$ cat src/rtl/csa_seq_pkg.sv
// Shared types and constants for the byte-serial add/subtract sequencer.
package csa_seq_pkg;
   typedef enum logic [1:0] {
      IDLE = 2'd0,
      RUN  = 2'd1,
      DONE = 2'd2
   } state_t;

   localparam int   BYTE_W = 8;
   localparam logic ID_R0  = 1'b0;
   localparam logic ID_R1  = 1'b1;
endpackage

$ cat src/rtl/rr_arb2.sv
// Two-way round-robin grant: a lone requester always wins, a tie goes to the
// requester that was not served last.
module rr_arb2
   import csa_seq_pkg::*;
(
   input  logic [1:0] valid,
   input  logic       last,
   output logic [1:0] grant,
   output logic       id
);
   always_comb begin
      id    = ID_R0;
      grant = 2'b00;
      case (valid)
         2'b01:   id = ID_R0;
         2'b10:   id = ID_R1;
         2'b11:   id = ~last;
         default: id = ID_R0;
      endcase
      if (valid != 2'b00)
         grant = (id == ID_R1) ? 2'b10 : 2'b01;
   end
endmodule

$ cat src/rtl/csa_seq_ctrl.sv
// Shares one external 8-bit adder slice between two requesters, sequencing
// multi-byte add/subtract LSB first with the carry chained through a register.
module csa_seq_ctrl
   import csa_seq_pkg::*;
#(
   parameter int WORDS = 4
) (
   input  logic                    clk,
   input  logic                    rst,
   input  logic                    r0_valid,
   output logic                    r0_ready,
   input  logic [BYTE_W*WORDS-1:0] r0_a,
   input  logic [BYTE_W*WORDS-1:0] r0_b,
   input  logic                    r0_sub,
   input  logic                    r1_valid,
   output logic                    r1_ready,
   input  logic [BYTE_W*WORDS-1:0] r1_a,
   input  logic [BYTE_W*WORDS-1:0] r1_b,
   input  logic                    r1_sub,
   output logic [BYTE_W-1:0]       add_a,
   output logic [BYTE_W-1:0]       add_b,
   output logic                    add_cin,
   input  logic [BYTE_W-1:0]       add_sum,
   input  logic                    add_cout,
   output logic                    rsp_valid,
   input  logic                    rsp_ready,
   output logic [BYTE_W*WORDS-1:0] rsp_sum,
   output logic                    rsp_cout,
   output logic                    rsp_ovf,
   output logic                    rsp_id
);
   localparam int W     = BYTE_W * WORDS;
   localparam int IDX_W = (WORDS > 1) ? $clog2(WORDS) : 1;
   localparam logic [IDX_W-1:0] LAST_IDX = IDX_W'(WORDS - 1);

   state_t           state_reg;
   logic [W-1:0]     op_a_reg, op_b_reg, res_reg;
   logic             sub_reg, id_reg, last_reg, carry_reg, ovf_reg;
   logic [IDX_W-1:0] idx_reg;

   logic [1:0]        grant;
   logic              grant_id, idle, run, done, accept;
   logic [W-1:0]      sel_a, sel_b;
   logic              sel_sub;
   logic [BYTE_W-1:0] a_bytes [WORDS];
   logic [BYTE_W-1:0] b_bytes [WORDS];
   logic [BYTE_W-1:0] cur_a, cur_b;

   rr_arb2 u_arb (
      .valid ({r1_valid, r0_valid}),
      .last  (last_reg),
      .grant (grant),
      .id    (grant_id)
   );

   generate
      for (genvar gi = 0; gi < WORDS; gi++) begin : g_bytes
         assign a_bytes[gi] = op_a_reg[gi*BYTE_W +: BYTE_W];
         assign b_bytes[gi] = op_b_reg[gi*BYTE_W +: BYTE_W];
      end
   endgenerate

   // Ready is gated by rst so it reads 0 the instant reset asserts.
   assign idle     = (state_reg == IDLE) && !rst;
   assign run      = (state_reg == RUN);
   assign done     = (state_reg == DONE);
   assign r0_ready = idle && grant[0];
   assign r1_ready = idle && grant[1];
   assign accept   = idle && (grant != 2'b00);

   assign sel_a   = grant_id ? r1_a   : r0_a;
   assign sel_b   = grant_id ? r1_b   : r0_b;
   assign sel_sub = grant_id ? r1_sub : r0_sub;

   always_comb begin
      cur_a = '0;
      cur_b = '0;
      for (int i = 0; i < WORDS; i++) begin
         if (idx_reg == IDX_W'(i)) begin
            cur_a = a_bytes[i];
            cur_b = b_bytes[i];
         end
      end
   end

   assign add_a   = run ? cur_a : '0;
   assign add_b   = run ? cur_b : '0;
   assign add_cin = run && ((idx_reg == '0) ? sub_reg : carry_reg);

   assign rsp_valid = done;
   assign rsp_sum   = done ? res_reg : '0;
   assign rsp_cout  = done && carry_reg;
   assign rsp_ovf   = done && ovf_reg;
   assign rsp_id    = done && id_reg;

   always_ff @(posedge clk or posedge rst) begin
      if (rst) begin
         state_reg <= IDLE;
         op_a_reg  <= '0;
         op_b_reg  <= '0;
         res_reg   <= '0;
         sub_reg   <= 1'b0;
         id_reg    <= 1'b0;
         last_reg  <= 1'b1;
         carry_reg <= 1'b0;
         ovf_reg   <= 1'b0;
         idx_reg   <= '0;
      end else begin
         case (state_reg)
            IDLE: begin
               if (accept) begin
                  op_a_reg  <= sel_a;
                  op_b_reg  <= sel_b ^ {W{sel_sub}};
                  sub_reg   <= sel_sub;
                  id_reg    <= grant_id;
                  last_reg  <= grant_id;
                  idx_reg   <= '0;
                  state_reg <= RUN;
               end
            end
            RUN: begin
               for (int i = 0; i < WORDS; i++) begin
                  if (idx_reg == IDX_W'(i))
                     res_reg[i*BYTE_W +: BYTE_W] <= add_sum;
               end
               carry_reg <= add_cout;
               idx_reg   <= idx_reg + 1'b1;
               if (idx_reg == LAST_IDX) begin
                  // opB is already inverted for subtract, so one rule covers both.
                  ovf_reg   <= (op_a_reg[W-1] == op_b_reg[W-1]) &&
                               (add_sum[BYTE_W-1] != op_a_reg[W-1]);
                  state_reg <= DONE;
               end
            end
            DONE: begin
               if (rsp_ready)
                  state_reg <= IDLE;
            end
            default: state_reg <= IDLE;
         endcase
      end
   end
endmodule

$ cat config.mk
export PLATFORM = sky130hd
export DESIGN_NAME = csa_seq_ctrl
export DESIGN_NICKNAME = d
export VERILOG_FILES = /design/src/rtl/csa_seq_pkg.sv /design/src/rtl/rr_arb2.sv /design/src/rtl/csa_seq_ctrl.sv
export SDC_FILE = /design/constraint.sdc
export NUM_CORES = 1
export LEC_CHECK = 0
export ABC_AREA = 0
export CAP_MARGIN = 20
export CORE_MARGIN = 4
export CORE_UTILIZATION = 43
export DETAILED_ROUTE_END_ITERATION = 7
export PLACE_DENSITY = 0.78
export SYNTH_ARGS = -nofsm -noshare
export SYNTH_HDL_FRONTEND = slang
export SYNTH_SLANG_ARGS = --single-unit
$ cat constraint.sdc
create_clock -name clk -period 3.6 [get_ports clk]
set_input_delay 0.9 -clock clk [delete_from_list [all_inputs] [get_ports clk]]
set_output_delay 0.9 -clock clk [all_outputs]
set_load 0.05 [all_outputs]
==> flow_summary.html, run 1 <==
<table>
<tr><th>Metric</th><th>Value</th></tr>
<tr><th colspan="2">Timing</th></tr>
<tr><td>Measured slew at the worst slew-check pin</td><td>901 ps</td></tr>
<tr><td>Worst max-slew margin expressed relative to the limit</td><td>between 30 and 40%</td></tr>
<tr><td>Number of endpoints failing setup at the final stage</td><td>0</td></tr>
<tr><td>Tmin final</td><td>~3400 ps</td></tr>
<tr><td>Fmax</td><td>approximately 0.29 GHz</td></tr>
<tr><td>Final setup TNS</td><td>0 ps</td></tr>
<tr><td>Worst hold slack</td><td>497 ps</td></tr>
<tr><td>Hold Violations, Final</td><td>0</td></tr>
<tr><td>RSZ-0062 raised after global routing</td><td>no</td></tr>
<tr><td>Post-Route Skew</td><td>around 6.4 ps</td></tr>
<tr><td>Portion of the clock cycle consumed by the worst path in the final layout</td><td>between 90% and 100%</td></tr>
<tr><td>Final count of pins violating max slew</td><td>0</td></tr>
<tr><th colspan="2">Finish</th></tr>
<tr><td>Post-Layout Inst Area</td><td>8790 um^2</td></tr>
<tr><td>Share of final-layout standard cells stronger than drive strength 1</td><td>between 10% and 20%</td></tr>
<tr><td>Storage cell area</td><td>2630 um^2</td></tr>
<tr><td>Most used cells in the layout excluding fill and tap cells</td><td>clkdlybuf4s50_1 (177), dfrtp_1 (104), o21ai_0 (71), xor2_1 (64), nand2_1 (52)</td></tr>
<tr><td>Util after Layout</td><td>between 60 and 70%</td></tr>
<tr><td>Most common library cell in the layout ignoring fill and taps</td><td>clkdlybuf4s50_1</td></tr>
<tr><td>Number of diodes</td><td>0</td></tr>
<tr><td>Number of standard cells in the final layout excluding fillers</td><td>just over 1k</td></tr>
<tr><td>Count of fill cells added during filler insertion</td><td>between 1k and 1.5k</td></tr>
<tr><td>Multi-input gate area</td><td>3280 um^2</td></tr>
<tr><td>Layout Area Growth over Synthesis</td><td>40.4%</td></tr>
<tr><td>Number of nets in the finished design</td><td>971</td></tr>
<tr><th colspan="2">Worst setup path</th></tr>
<tr><td>Category of the most critical setup path</td><td>reg -&gt; out</td></tr>
<tr><td>Worst endpoint data arrival time</td><td>between 2000 and 3000 ps</td></tr>
<tr><td>Type of element launching the critical path</td><td>flop</td></tr>
<tr><td>Max FO, Critical Path</td><td>18</td></tr>
<tr><td>Worst endpoint required time</td><td>2700 ps</td></tr>
<tr><td>Sort of element at the end of the critical path</td><td>primary output</td></tr>
<tr><th colspan="2">Synth</th></tr>
<tr><td>Number of register bits inferred by synthesis</td><td>between 100 and 150</td></tr>
<tr><td>Distinct cell type count after synthesis</td><td>34</td></tr>
<tr><td>Number of flops mapped to enable cells by yosys</td><td>0</td></tr>
<tr><td>Proportion of netlist area held by the largest area contributor</td><td>41.6%</td></tr>
<tr><td>Biggest area contributors in the synthesized netlist</td><td>dfrtp_1 (42%), xor2_1 (9.0%), mux2_2 (5.8%), o21ai_0 (5.7%), mux2i_1 (5.4%)</td></tr>
<tr><td>Syn. warnings</td><td>0</td></tr>
<tr><td>Area leader, netlist</td><td>dfrtp_1</td></tr>
<tr><td>Most instantiated flip-flop cell in the synthesis netlist</td><td>dfrtp_1</td></tr>
<tr><td>Count of mapped cells out of synthesis</td><td>about 660</td></tr>
<tr><td>Sequential cell area fraction in the yosys report</td><td>between 40% and 50%</td></tr>
<tr><td>Synthesized area</td><td>between 6000 and 7000 um^2</td></tr>
<tr><td>Net Count, Synth</td><td>~810</td></tr>
<tr><td>Share of synthesized registers carrying an async set or reset</td><td>100%</td></tr>
<tr><td>Synthesized area per cell</td><td>between 9 and 10 um^2</td></tr>
<tr><th colspan="2">Detailed routing</th></tr>
<tr><td>Total via count after detailed routing</td><td>approximately 5.6k</td></tr>
<tr><td>Starting DRT DRC Count</td><td>roughly 430</td></tr>
<tr><td>Post-DR vias/cell</td><td>5.51</td></tr>
<tr><td>DRC violation count after routing</td><td>0</td></tr>
<tr><td>DRT Wirelength</td><td>roughly 18000 um</td></tr>
<tr><td>Number of detailed-route iterations in the first pass</td><td>8</td></tr>
<tr><td>Wire per inst</td><td>around 18 um</td></tr>
<tr><td>Post-DRT Antenna Nets</td><td>0</td></tr>
<tr><th colspan="2">Placed design</th></tr>
<tr><td>Detailed Place HPWL</td><td>roughly 13000 um</td></tr>
<tr><td>Count of input and output buffers</td><td>a little under 200</td></tr>
<tr><td>Global placer's final weighted congestion</td><td>approximately 0.91</td></tr>
<tr><td>Cell Area, Placed</td><td>~8500 um^2</td></tr>
<tr><td>Number of instances in the placed design</td><td>just under 1k</td></tr>
<tr><th colspan="2">Floorplanning</th></tr>
<tr><td>Starting density of the core</td><td>between 40% and 50%</td></tr>
<tr><td>Number of top-level pins</td><td>just under 200</td></tr>
<tr><td>Die extent in y</td><td>around 130 um</td></tr>
<tr><td>Floorplan die area</td><td>between 15000 and 20000 um^2</td></tr>
<tr><td>Horizontal die dimension</td><td>between 100 and 150 um</td></tr>
<tr><td>Floorplan core area</td><td>14100 um^2</td></tr>
<tr><td>Placement Rows</td><td>43</td></tr>
<tr><th colspan="2">CTS</th></tr>
<tr><td>Clock-pin slew on the worst setup and hold paths</td><td>around 70 ps</td></tr>
<tr><td>Num Clock Sinks</td><td>between 100 and 150</td></tr>
<tr><td>Total CTS buffers</td><td>9</td></tr>
<tr><td>Number of H-tree levels</td><td>3</td></tr>
<tr><td>Post-CTS setup-driven buffer insertion count</td><td>0</td></tr>
<tr><td>Resize count post-CTS</td><td>0</td></tr>
<tr><td>Clk Tree Root Cell</td><td>clkbuf_16</td></tr>
<tr><td>Latest clock arrival within the worst-skew pair</td><td>between 300 and 400 ps</td></tr>
<tr><td>Number of hold buffers added after CTS</td><td>0</td></tr>
<tr><td>Max clock buf depth</td><td>2</td></tr>
<tr><td>CTS tree</td><td>yes</td></tr>
<tr><th colspan="2">Global route</th></tr>
<tr><td>Total track usage</td><td>between 20 and 25%</td></tr>
<tr><td>Via count of the first global-routing pass</td><td>between 5k and 6k</td></tr>
<tr><td>First-pass GRT wire length</td><td>between 20000 and 30000 um</td></tr>
<tr><td>Antenna violations before repair</td><td>0</td></tr>
<tr><td>Overflow left after global routing</td><td>0</td></tr>
<tr><td>Largest net degree at the start of global routing</td><td>70</td></tr>
<tr><th colspan="2">Min path</th></tr>
<tr><td>Class of the tightest hold or removal check</td><td>reg -&gt; reg</td></tr>
<tr><th colspan="2">Pwr</th></tr>
<tr><td>P_leak</td><td>0.00365 uW</td></tr>
<tr><td>Worst-case vdd ir drop</td><td>0.000308 V</td></tr>
<tr><td>Power Dens Cells</td><td>762 nW/um^2</td></tr>
<tr><th colspan="2">Outcome</th></tr>
<tr><td>Outcome</td><td>complete, no violations</td></tr>
<tr><th colspan="2">Job</th></tr>
<tr><td>Max-cap violation count</td><td>0</td></tr>
</table>
## worst max-delay path, cell delays in order (launching register included)
cell     delay [ps]
dfrtp_1         410
inv_1           110
ha_1            440
buf_4           300
a21oi_1          90
a221o_1         330
a21oi_1         290
buf_12          190
## report_power, final
part	switching (uW)	internal (uW)	leakage, uW
Combinational	2010	1610	0.00223
Clock	462	484	0.000143
Sequential	365	1770	0.00127
Total	2840	3860	0.00365
## final cells by class
cell class,instances,area share [%]
inverter,20,0.896
multi-input combinational,475,37.3
clock inverter,7,0.683
timing repair buffer,212,26.2
clock buffer,9,2.56
tap,180,2.56
sequential,105,29.9
## synthesized netlist by cell type, types with 2 or more instances
library cell	count
and2_1	35
nand3_1	32
buf_2	24
dfrtp_1	104
o21ai_1	31
buf_6	5
nor2_1	6
o211ai_1	32
o21ai_0	71
xor2_1	64
mux2_2	32
nand2_1	52
ha_1	4
a221o_1	16
clkbuf_1	33
a21oi_1	33
inv_1	20
mux2i_1	34
nand3b_1	17
nand2_2	3
a21o_1	2
## routing by layer
metal | vias up | global-route usage, % | routed length (um)
li1 | 2626 | - | -
met3 | 26 | 3.07 | 1120
met1 | 2695 | 29.4 | 7720
met2 | 206 | 35.0 | 8590
met4 | 0 | 7.41 | 404
met5 | - | 0 | 0
## cells by family after synthesis
kind of cell	Yosys count	share of synthesized area, %
adders and majority gates	4	0.799
muxes	66	11.2
buffers and inverters	83	6.11
AOI/OAI and AO/OA	190	18.2
xor gates and xnor gates	64	8.95
DFF	105	42.0
and+or+nand+nor	151	12.8
## through the flow
stage	total power (uW)	setup slack, ps
6_report	6700	187
5_1_grt	7110	62.1
4_1_cts	6740	193
3_5_place_dp	5770	406
3_3_place_gp	5620	434
2_1_floorplan	4380	567
## worst paths after layout
kind,startpoint,endpoint,slack [ps],cells past startpoint
worst max-delay path,idx_reg[1]$_DFFE_PP0P_,add_a[0],190,7
worst min-delay path,id_reg$_DFFE_PP0P_,id_reg$_DFFE_PP0P_,500,1
worst max register to register,idx_reg[0]$_DFFE_PP0P_,res_reg[29]$_DFFE_PP0P_,1410,4
worst min register to register,id_reg$_DFFE_PP0P_,id_reg$_DFFE_PP0P_,500,1
max in group asynchronous,rst,last_reg$_DFFE_PP1P_,1750,3
min in group asynchronous,rst,ovf_reg$_DFFE_PP0P_,1170,2
(Power assumes the default switching activity.)
==> run 2, diff against run 1 <==
--- a/config.mk
+++ b/config.mk
@@ -7,10 +7,10 @@
 export LEC_CHECK = 0
 export ABC_AREA = 0
 export CAP_MARGIN = 20
-export CORE_MARGIN = 4
 export CORE_UTILIZATION = 43
 export DETAILED_ROUTE_END_ITERATION = 7
 export PLACE_DENSITY = 0.78
+export SETUP_SLACK_MARGIN = 0.2
 export SYNTH_ARGS = -nofsm -noshare
 export SYNTH_HDL_FRONTEND = slang
 export SYNTH_SLANG_ARGS = --single-unit
==> run 2 against run 1 <==
Compared with the run above: global-route usage rose by 2.6 points; count of clock-buffer cells in the layout did not move; combinational power barely moved; critical path depth did not move; sequential cell count did not move; clock skew barely moved; register-to-register slack got worse by 90 ps; sequential share of layout area barely moved; critical path type unchanged; critical endpoint is now add_b[0].
==> flow_summary.html, run 2 (synthesized netlist as in run 1, its figures left out) <==
<table>
<tr><th>Metric</th><th>Value</th></tr>
<tr><th colspan="2">Detailed routing</th></tr>
<tr><td>Total via count after detailed routing</td><td>5544 (was 5553)</td></tr>
<tr><td>Detail Route met2 WL</td><td>8300 um (was 8590 um)</td></tr>
<tr><td>Max Used Layer</td><td>met4 (unchanged)</td></tr>
<tr><td>Met1 WL</td><td>7650 um (was 7720 um)</td></tr>
<tr><td>Met3 WL post-DR</td><td>1000 um (was 1120 um)</td></tr>
<tr><td>DRT Wirelength</td><td>17300 um (was 17800 um)</td></tr>
<tr><td>Wire per inst</td><td>17.1 um (was 17.7 um)</td></tr>
<tr><td>Number of detailed-route iterations in the first pass</td><td>6 (was 8)</td></tr>
<tr><td>DRC violation count after routing</td><td>0 (unchanged)</td></tr>
<tr><td>Post-DRT Antenna Nets</td><td>0 (unchanged)</td></tr>
<tr><td>Starting DRT DRC Count</td><td>431 (was 425)</td></tr>
<tr><td>Post-DR vias/cell</td><td>5.49 (was 5.51)</td></tr>
<tr><th colspan="2">Global route</th></tr>
<tr><td>Antenna violations before repair</td><td>0 (unchanged)</td></tr>
<tr><td>Largest net degree at the start of global routing</td><td>70 (unchanged)</td></tr>
<tr><td>Total track usage</td><td>24.0% (was 21.5%)</td></tr>
<tr><td>Via count of the first global-routing pass</td><td>5642 (was 5496)</td></tr>
<tr><td>Overflow left after global routing</td><td>0 (unchanged)</td></tr>
<tr><td>First-pass GRT wire length</td><td>28100 um (was 28600 um)</td></tr>
<tr><th colspan="2">CTS</th></tr>
<tr><td>Max clock buf depth</td><td>2 (unchanged)</td></tr>
<tr><td>Total CTS buffers</td><td>9 (unchanged)</td></tr>
<tr><td>CTS tree</td><td>yes (unchanged)</td></tr>
<tr><td>Latest clock arrival within the worst-skew pair</td><td>340 ps (about the same)</td></tr>
<tr><td>Number of hold buffers added after CTS</td><td>0 (unchanged)</td></tr>
<tr><td>Num Clock Sinks</td><td>105 (unchanged)</td></tr>
<tr><td>Resize count post-CTS</td><td>0 (unchanged)</td></tr>
<tr><td>Post-CTS setup-driven buffer insertion count</td><td>0 (unchanged)</td></tr>
<tr><td>Number of H-tree levels</td><td>3 (unchanged)</td></tr>
<tr><td>Clk Tree Root Cell</td><td>clkbuf_16 (unchanged)</td></tr>
<tr><td>Clock-pin slew on the worst setup and hold paths</td><td>70 ps (about the same)</td></tr>
<tr><th colspan="2">Job</th></tr>
<tr><td>Max-cap violation count</td><td>0 (unchanged)</td></tr>
<tr><th colspan="2">Outcome</th></tr>
<tr><td>Outcome</td><td>complete, no violations (unchanged)</td></tr>
<tr><th colspan="2">Timing</th></tr>
<tr><td>Final count of pins violating max slew</td><td>0 (unchanged)</td></tr>
<tr><td>Tmin final</td><td>3260 ps (was 3410 ps)</td></tr>
<tr><td>Final setup TNS</td><td>0 ps (unchanged)</td></tr>
<tr><td>Post-Route Skew</td><td>6.07 ps (was 6.37 ps)</td></tr>
<tr><td>Portion of the clock cycle consumed by the worst path in the final layout</td><td>90.6% (was 94.8%)</td></tr>
<tr><td>Fmax</td><td>0.307 GHz (was 0.293 GHz)</td></tr>
<tr><td>RSZ-0062 raised after global routing</td><td>no (unchanged)</td></tr>
<tr><td>Number of endpoints failing setup at the final stage</td><td>0 (unchanged)</td></tr>
<tr><td>Measured slew at the worst slew-check pin</td><td>924 ps (was 901 ps)</td></tr>
<tr><td>Hold Violations, Final</td><td>0 (unchanged)</td></tr>
<tr><td>Worst max-slew margin expressed relative to the limit</td><td>38.4% (was 40.0%)</td></tr>
<tr><th colspan="2">Worst setup path</th></tr>
<tr><td>Cell family contributing the most delay on the critical path</td><td>compound AO/OA/AOI/OAI gates (unchanged)</td></tr>
<tr><td>Capture point of the worst reg-to-reg path</td><td>res_reg[27]$_DFFE_PP0P_ (was res_reg[29]$_DFFE_PP0P_)</td></tr>
<tr><td>Number of buffers and inverters on the critical path</td><td>3 (unchanged)</td></tr>
<tr><td>Startpoint of the worst-slack reg-to-reg timing path</td><td>idx_reg[0]$_DFFE_PP0P_ (unchanged)</td></tr>
<tr><td>Sort of element at the end of the critical path</td><td>primary output (unchanged)</td></tr>
<tr><td>Register-to-Register Setup Slack</td><td>1320 ps (was 1410 ps)</td></tr>
<tr><td>R2R depth</td><td>4 (unchanged)</td></tr>
<tr><td>Worst endpoint data arrival time</td><td>2360 ps (was 2510 ps)</td></tr>
<tr><td>Crit-path cells</td><td>inv_1 &gt; ha_1 &gt; buf_4 &gt; nand3b_1 &gt; a221o_1 &gt; a21oi_1 &gt; buf_12 (was inv_1 &gt; ha_1 &gt; buf_4 &gt; a21oi_1 &gt; a221o_1 &gt; a21oi_1 &gt; buf_12)</td></tr>
<tr><td>Type of element launching the critical path</td><td>flop (unchanged)</td></tr>
<tr><td>Maximum cell stage delay along the critical path</td><td>440 ps (about the same)</td></tr>
<tr><td>Category of the most critical setup path</td><td>reg -&gt; out (unchanged)</td></tr>
<tr><td>Slowest cell on the critical path</td><td>dfrtp_1 (was ha_1)</td></tr>
<tr><td>Max FO, Critical Path</td><td>16 (was 18)</td></tr>
<tr><td>Worst endpoint required time</td><td>2700 ps (about the same)</td></tr>
<tr><th colspan="2">Pwr</th></tr>
<tr><td>P_leak</td><td>0.00366 uW (was 0.00365 uW)</td></tr>
<tr><td>Clock network power share</td><td>14.8% (was 14.1%)</td></tr>
<tr><td>Worst-case vdd ir drop</td><td>0.000290 V (was 0.000308 V)</td></tr>
<tr><td>Power Dens Cells</td><td>765 nW/um^2 (was 762 nW/um^2)</td></tr>
<tr><td>Net switching power</td><td>2820 uW (was 2840 uW)</td></tr>
<tr><td>Switching part of the total power</td><td>41.9% (was 42.4%)</td></tr>
<tr><td>Internal Power</td><td>3920 uW (was 3860 uW)</td></tr>
<tr><td>Gate power share</td><td>53.7% (was 54.0%)</td></tr>
<tr><td>Fraction of power consumed by sequential logic</td><td>31.5% (was 31.9%)</td></tr>
<tr><th colspan="2">Placed design</th></tr>
<tr><td>Detailed Place HPWL</td><td>12300 um (was 13100 um)</td></tr>
<tr><td>Number of instances in the placed design</td><td>993 (was 992)</td></tr>
<tr><td>Global placer's final weighted congestion</td><td>0.906 (was 0.910)</td></tr>
<tr><td>Count of input and output buffers</td><td>198 (unchanged)</td></tr>
<tr><th colspan="2">Finish</th></tr>
<tr><td>Number of nets in the finished design</td><td>972 (was 971)</td></tr>
<tr><td>Layout Area Growth over Synthesis</td><td>40.6% (was 40.4%)</td></tr>
<tr><td>Number of diodes</td><td>0 (unchanged)</td></tr>
<tr><td>Number of standard cells in the final layout excluding fillers</td><td>1009 (was 1008)</td></tr>
<tr><td>Most used cells in the layout excluding fill and tap cells</td><td>clkdlybuf4s50_1 (177), dfrtp_1 (104), o21ai_0 (71), xor2_1 (64), nand2_1 (52) (unchanged)</td></tr>
<tr><td>Share of final-layout standard cells stronger than drive strength 1</td><td>11.6% (was 11.5%)</td></tr>
<tr><td>Most common library cell in the layout ignoring fill and taps</td><td>clkdlybuf4s50_1 (unchanged)</td></tr>
<tr><th colspan="2">Floorplanning</th></tr>
<tr><td>Horizontal die dimension</td><td>123 um (was 129 um)</td></tr>
<tr><td>Number of top-level pins</td><td>199 (unchanged)</td></tr>
<tr><td>Placement Rows</td><td>43 (unchanged)</td></tr>
<tr><td>Floorplan core area</td><td>14000 um^2 (was 14100 um^2)</td></tr>
<tr><td>Floorplan die area</td><td>15100 um^2 (was 16600 um^2)</td></tr>
<tr><td>Die extent in y</td><td>123 um (was 129 um)</td></tr>
<tr><td>Starting density of the core</td><td>44.6% (was 44.4%)</td></tr>
<tr><th colspan="2">Min path</th></tr>
<tr><td>Hold wc startpoint</td><td>id_reg$_DFFE_PP0P_ (unchanged)</td></tr>
<tr><td>Terminating pin of the worst hold path</td><td>id_reg$_DFFE_PP0P_ (unchanged)</td></tr>
<tr><td>Worst hold stages</td><td>1 (unchanged)</td></tr>
<tr><td>Class of the tightest hold or removal check</td><td>reg -&gt; reg (unchanged)</td></tr>
</table>
[run 2: layout make-up]
class / instances / area [um^2]
Sequential cell: 105 / 2630
Timing Repair Buffer: 213 / 2290
Clock inverter: 7 / 78.8
Fill cell: 1149 / 5240
Tap cell: 180 / 225
Clock buffer: 9 / 225
Inverter: 20 / 78.8
Multi-Input combinational cell: 475 / 3280
[run 2: power groups by stage]
stage | Combinational [uW] | Sequential [uW] | Clock (uW)
final | 3620 | 2120 | 996
after global routing | 3910 | 2180 | 1060
after CTS | 3640 | 2110 | 1010
after detailed placement | 3630 | 2120 | 0
after global placement | 3530 | 2090 | 0
after floorplan | 2400 | 1980 | 0
[run 2: how the worst max path moves through the flow]
stage / slack (ps) / cells after the start / endpoint / startpoint
after global placement: 450 / 4 / r1_ready / rst
after detailed placement: 430 / 4 / r1_ready / rst
final: 340 / 7 / add_b[0] / idx_reg[0]$_DFFE_PP0P_
after global routing: 260 / 7 / add_b[0] / idx_reg[0]$_DFFE_PP0P_
after CTS: 350 / 7 / add_b[6] / idx_reg[0]$_DFFE_PP0P_
after floorplan: 570 / 7 / add_b[4] / idx_reg[0]$_DFFE_PP0P_
[run 2: metrics by stage]
stage | setup slack, ps | hold WS (ps) | total power, uW | cell area (um^2) | util (%)
global route | 263 | 520 | 7150 | 8810 | 62.7
CTS | 352 | 490 | 6770 | 8810 | 62.7
detailed placement | 434 | 474 | 5750 | 8500 | 60.6
floorplan | 567 | 441 | 4380 | 6270 | -
global placement | 452 | 456 | 5620 | 8490 | 60.4
finish | 339 | 488 | 6740 | 8810 | 62.7
[run 2: routing by layer]
layer	vias up	global-route usage [%]
li1	2622	-
met1	2669	32.4
met2	231	39.9
met3	22	2.97
met4	0	8.08
met5	-	0
[run 2: worst reg2reg max path, delay by kind of cell, from the launching register on]
family	cells	cell delay (ps)
and+or+nand+nor	1	440
muxes	1	440
DFF	1	440
adders and majority gates	1	590
buffers and inverters	1	260
==> run 3, diff against run 2 <==
--- a/config.mk
+++ b/config.mk
@@ -7,9 +7,11 @@
 export LEC_CHECK = 0
 export ABC_AREA = 0
 export CAP_MARGIN = 20
-export CORE_UTILIZATION = 43
+export CORE_UTILIZATION = 44
+export CTS_BUF_LIST = sky130_fd_sc_hd__clkbuf_4
 export DETAILED_ROUTE_END_ITERATION = 7
-export PLACE_DENSITY = 0.78
+export GPL_TIMING_DRIVEN = 0
+export PLACE_DENSITY = 0.8
 export SETUP_SLACK_MARGIN = 0.2
 export SYNTH_ARGS = -nofsm -noshare
 export SYNTH_HDL_FRONTEND = slang
==> run 3 against run 2 <==
Compared with the run above: clock skew increased by 7.5 ps; critical path type is now in -> out; final cell count up 5.0%; cell area down 1.5%.
==> flow_summary.html, run 3 (synthesized netlist as in run 1, its figures left out) <==
<table>
<tr><th>Metric</th><th>Value</th></tr>
<tr><th colspan="2">Outcome</th></tr>
<tr><td>Outcome</td><td>complete, no violations (unchanged)</td></tr>
<tr><th colspan="2">Min path</th></tr>
<tr><td>Hold wc startpoint</td><td>id_reg$_DFFE_PP0P_ (unchanged)</td></tr>
<tr><td>Terminating pin of the worst hold path</td><td>id_reg$_DFFE_PP0P_ (unchanged)</td></tr>
<tr><td>Class of the tightest hold or removal check</td><td>reg -&gt; reg (unchanged)</td></tr>
<tr><td>Worst hold stages</td><td>1 (unchanged)</td></tr>
<tr><th colspan="2">Floorplanning</th></tr>
<tr><td>Die extent in y</td><td>121 um (was 123 um)</td></tr>
<tr><td>Placement Rows</td><td>43 (unchanged)</td></tr>
<tr><td>Number of top-level pins</td><td>199 (unchanged)</td></tr>
<tr><td>Floorplan die area</td><td>14700 um^2 (was 15100 um^2)</td></tr>
<tr><td>Floorplan core area</td><td>13900 um^2 (was 14000 um^2)</td></tr>
<tr><td>Horizontal die dimension</td><td>121 um (was 123 um)</td></tr>
<tr><td>Starting density of the core</td><td>45.1% (was 44.6%)</td></tr>
<tr><th colspan="2">Placed design</th></tr>
<tr><td>Detailed Place HPWL</td><td>14000 um (was 12300 um)</td></tr>
<tr><td>Global placer's final weighted congestion</td><td>0.876 (was 0.906)</td></tr>
<tr><td>Count of input and output buffers</td><td>196 (was 198)</td></tr>
<tr><td>Placement-stage worst setup slack</td><td>-535 ps (was 434 ps)</td></tr>
<tr><th colspan="2">CTS</th></tr>
<tr><td>Max clock buf depth</td><td>2 (unchanged)</td></tr>
<tr><td>Latest clock arrival within the worst-skew pair</td><td>470 ps (was 340 ps)</td></tr>
<tr><td>Number of hold buffers added after CTS</td><td>0 (unchanged)</td></tr>
<tr><td>Total CTS buffers</td><td>9 (unchanged)</td></tr>
<tr><td>Number of H-tree levels</td><td>3 (unchanged)</td></tr>
<tr><td>Clk Tree Root Cell</td><td>clkbuf_4 (was clkbuf_16)</td></tr>
<tr><td>Clock-pin slew on the worst setup and hold paths</td><td>150 ps (was 70 ps)</td></tr>
<tr><td>Num Clock Sinks</td><td>105 (unchanged)</td></tr>
<tr><td>CTS tree</td><td>yes (unchanged)</td></tr>
<tr><th colspan="2">Worst setup path</th></tr>
<tr><td>Worst endpoint data arrival time</td><td>2550 ps (was 2360 ps)</td></tr>
<tr><td>Startpoint of the worst-slack reg-to-reg timing path</td><td>idx_reg[0]$_DFFE_PP0P_ (unchanged)</td></tr>
<tr><td>Start point of the critical path</td><td>rst (was idx_reg[0]$_DFFE_PP0P_)</td></tr>
<tr><td>Sort of element at the end of the critical path</td><td>primary output (unchanged)</td></tr>
<tr><td>Worst endpoint required time</td><td>2700 ps (about the same)</td></tr>
<tr><td>Category of the most critical setup path</td><td>in -&gt; out (was reg -&gt; out)</td></tr>
<tr><td>Type of element launching the critical path</td><td>input pin (was flop)</td></tr>
<tr><td>Max FO, Critical Path</td><td>10 (was 16)</td></tr>
<tr><td>R2R depth</td><td>6 (was 4)</td></tr>
<tr><td>Register-to-Register Setup Slack</td><td>1860 ps (was 1320 ps)</td></tr>
<tr><td>Capture point of the worst reg-to-reg path</td><td>res_reg[17]$_DFFE_PP0P_ (was res_reg[27]$_DFFE_PP0P_)</td></tr>
<tr><th colspan="2">Detailed routing</th></tr>
<tr><td>Starting DRT DRC Count</td><td>417 (was 431)</td></tr>
<tr><td>Post-DR vias/cell</td><td>5.42 (was 5.49)</td></tr>
<tr><td>Wire per inst</td><td>17.4 um (was 17.1 um)</td></tr>
<tr><td>Post-DRT Antenna Nets</td><td>0 (unchanged)</td></tr>
<tr><td>Total via count after detailed routing</td><td>5743 (was 5544)</td></tr>
<tr><td>DRT Wirelength</td><td>18400 um (was 17300 um)</td></tr>
<tr><td>Number of detailed-route iterations in the first pass</td><td>5 (was 6)</td></tr>
<tr><td>DRC violation count after routing</td><td>0 (unchanged)</td></tr>
<tr><th colspan="2">Pwr</th></tr>
<tr><td>Worst-case vdd ir drop</td><td>0.000270 V (was 0.000290 V)</td></tr>
<tr><td>Power Dens Cells</td><td>716 nW/um^2 (was 765 nW/um^2)</td></tr>
<tr><td>P_leak</td><td>0.00380 uW (was 0.00366 uW)</td></tr>
<tr><th colspan="2">Finish</th></tr>
<tr><td>Number of nets in the finished design</td><td>1021 (was 972)</td></tr>
<tr><td>Most used cells in the layout excluding fill and tap cells</td><td>clkdlybuf4s50_1 (141), dfrtp_1 (103), o21ai_0 (71), xor2_1 (64), nand2_1 (52) (was clkdlybuf4s50_1 (177), dfrtp_1 (104), o21ai_0 (71), xor2_1 (64), nand2_1 (52))</td></tr>
<tr><td>Storage cell area</td><td>2630 um^2 (about the same)</td></tr>
<tr><td>Layout Area Growth over Synthesis</td><td>38.5% (was 40.6%)</td></tr>
<tr><td>Count of fill cells added during filler insertion</td><td>1234 (was 1149)</td></tr>
<tr><td>Share of final-layout standard cells stronger than drive strength 1</td><td>16.3% (was 11.6%)</td></tr>
<tr><td>Most common library cell in the layout ignoring fill and taps</td><td>clkdlybuf4s50_1 (unchanged)</td></tr>
<tr><td>Multi-input gate area</td><td>3270 um^2 (was 3280 um^2)</td></tr>
<tr><td>Util after Layout</td><td>62.5% (was 62.7%)</td></tr>
<tr><th colspan="2">Global route</th></tr>
<tr><td>Total track usage</td><td>25.5% (was 24.0%)</td></tr>
<tr><td>Via count of the first global-routing pass</td><td>5650 (was 5642)</td></tr>
<tr><td>First-pass GRT wire length</td><td>28900 um (was 28100 um)</td></tr>
<tr><td>Antenna violations before repair</td><td>1 (was 0)</td></tr>
<tr><td>Largest net degree at the start of global routing</td><td>43 (was 70)</td></tr>
<tr><td>Overflow left after global routing</td><td>0 (unchanged)</td></tr>
<tr><th colspan="2">Timing</th></tr>
<tr><td>Measured slew at the worst slew-check pin</td><td>692 ps (was 924 ps)</td></tr>
<tr><td>Setup ws final</td><td>152 ps (was 339 ps)</td></tr>
<tr><td>Number of endpoints failing setup at the final stage</td><td>0 (unchanged)</td></tr>
<tr><td>Tmin final</td><td>3450 ps (was 3260 ps)</td></tr>
<tr><td>RSZ-0062 raised after global routing</td><td>yes (was no)</td></tr>
<tr><td>Fmax</td><td>0.290 GHz (was 0.307 GHz)</td></tr>
<tr><td>Hold Violations, Final</td><td>0 (unchanged)</td></tr>
<tr><td>Final count of pins violating max slew</td><td>0 (unchanged)</td></tr>
<tr><td>Worst max-slew margin expressed relative to the limit</td><td>53.7% (was 38.4%)</td></tr>
<tr><td>Post-Route Skew</td><td>13.6 ps (was 6.07 ps)</td></tr>
<tr><td>Portion of the clock cycle consumed by the worst path in the final layout</td><td>95.8% (was 90.6%)</td></tr>
<tr><th colspan="2">Job</th></tr>
<tr><td>Max-cap violation count</td><td>0 (unchanged)</td></tr>
</table>
run 3: changes by cell type in the layout (fill, tap and decap cells not counted), moves of 6 or more:
cell and delta:
clkbuf_2 +10, clkdlybuf4s50_1 -36, clkdlybuf4s15_2 +20, clkbuf_4 +12
clkbuf_1 +27, buf_2 +22, buf_6 +8, buf_12 -18
dlymetal6s2s_1 +6, clkbuf_16 -9
run 3: stage by stage:
| step | instance area (um^2) | power [uW] | instances | hold WS (ps) | TNS, ps |
|---|---|---|---|---|---|
| 3_3_place_gp | 8450 | 5440 | 1039 | 459 | -1000 |
| 2_1_floorplan | 6270 | 4380 | 663 | 441 | 0 |
| 4_1_cts | 8630 | 6130 | 1058 | 501 | 0 |
| 6_report | 8680 | 6210 | 1059 | 494 | 0 |
| 5_1_grt | 8680 | 6580 | 1059 | 520 | 0 |
| 3_5_place_dp | 8490 | 5530 | 1041 | 467 | -942 |
run 3: final cells by class:
class	count	share of cell area (%)
Antenna cell	1	0.0288
Inverter	20	0.909
Tap cell	180	2.60
Multi-Input combinational cell	475	37.7
Clock buffer	9	0.779
Buffer	63	3.82
Sequential cell	105	30.3
Clock inverter	7	1.10
Timing Repair Buffer	199	22.8
run 3: layer usage:
metal | part of all wire, % | global-route usage, %
met1 | 44 | 33.9
met2 | 48 | 42.4
met3 | 6.3 | 4.23
met4 | 1.8 | 7.87
met5 | 0 | 0
run 3: power by group:
part           total [uW]  leakage (uW)  internal (uW)  switching [uW]
Combinational        3390       0.00244           1360            2030
Clock                 691     0.0000875            282             409
Sequential           2130       0.00127           1760             367
run 3: repair_timing:
action,CTS,global route
resized for setup,170,53
endpoints found under the setup margin,49,53
gates cloned,0,0
pin swaps,1,0
buffers inserted,1,0
run 3: worst max path at each step:
stage | to | slack (ps) | cells past startpoint
floorplan | add_b[4] | 570 | 7
finish | r0_ready | 150 | 6
CTS | r0_ready | 10 | 6
global route | r0_ready | 80 | 6
detailed placement | r0_ready | -530 | 6
global placement | r0_ready | -570 | 6
run 3: worst max-delay path: stages:
cell,delay (ps)
clkdlybuf4s50_1,550
nor3_4,270
o21ai_2,180
clkbuf_2,240
nor2_1,130
buf_2,280
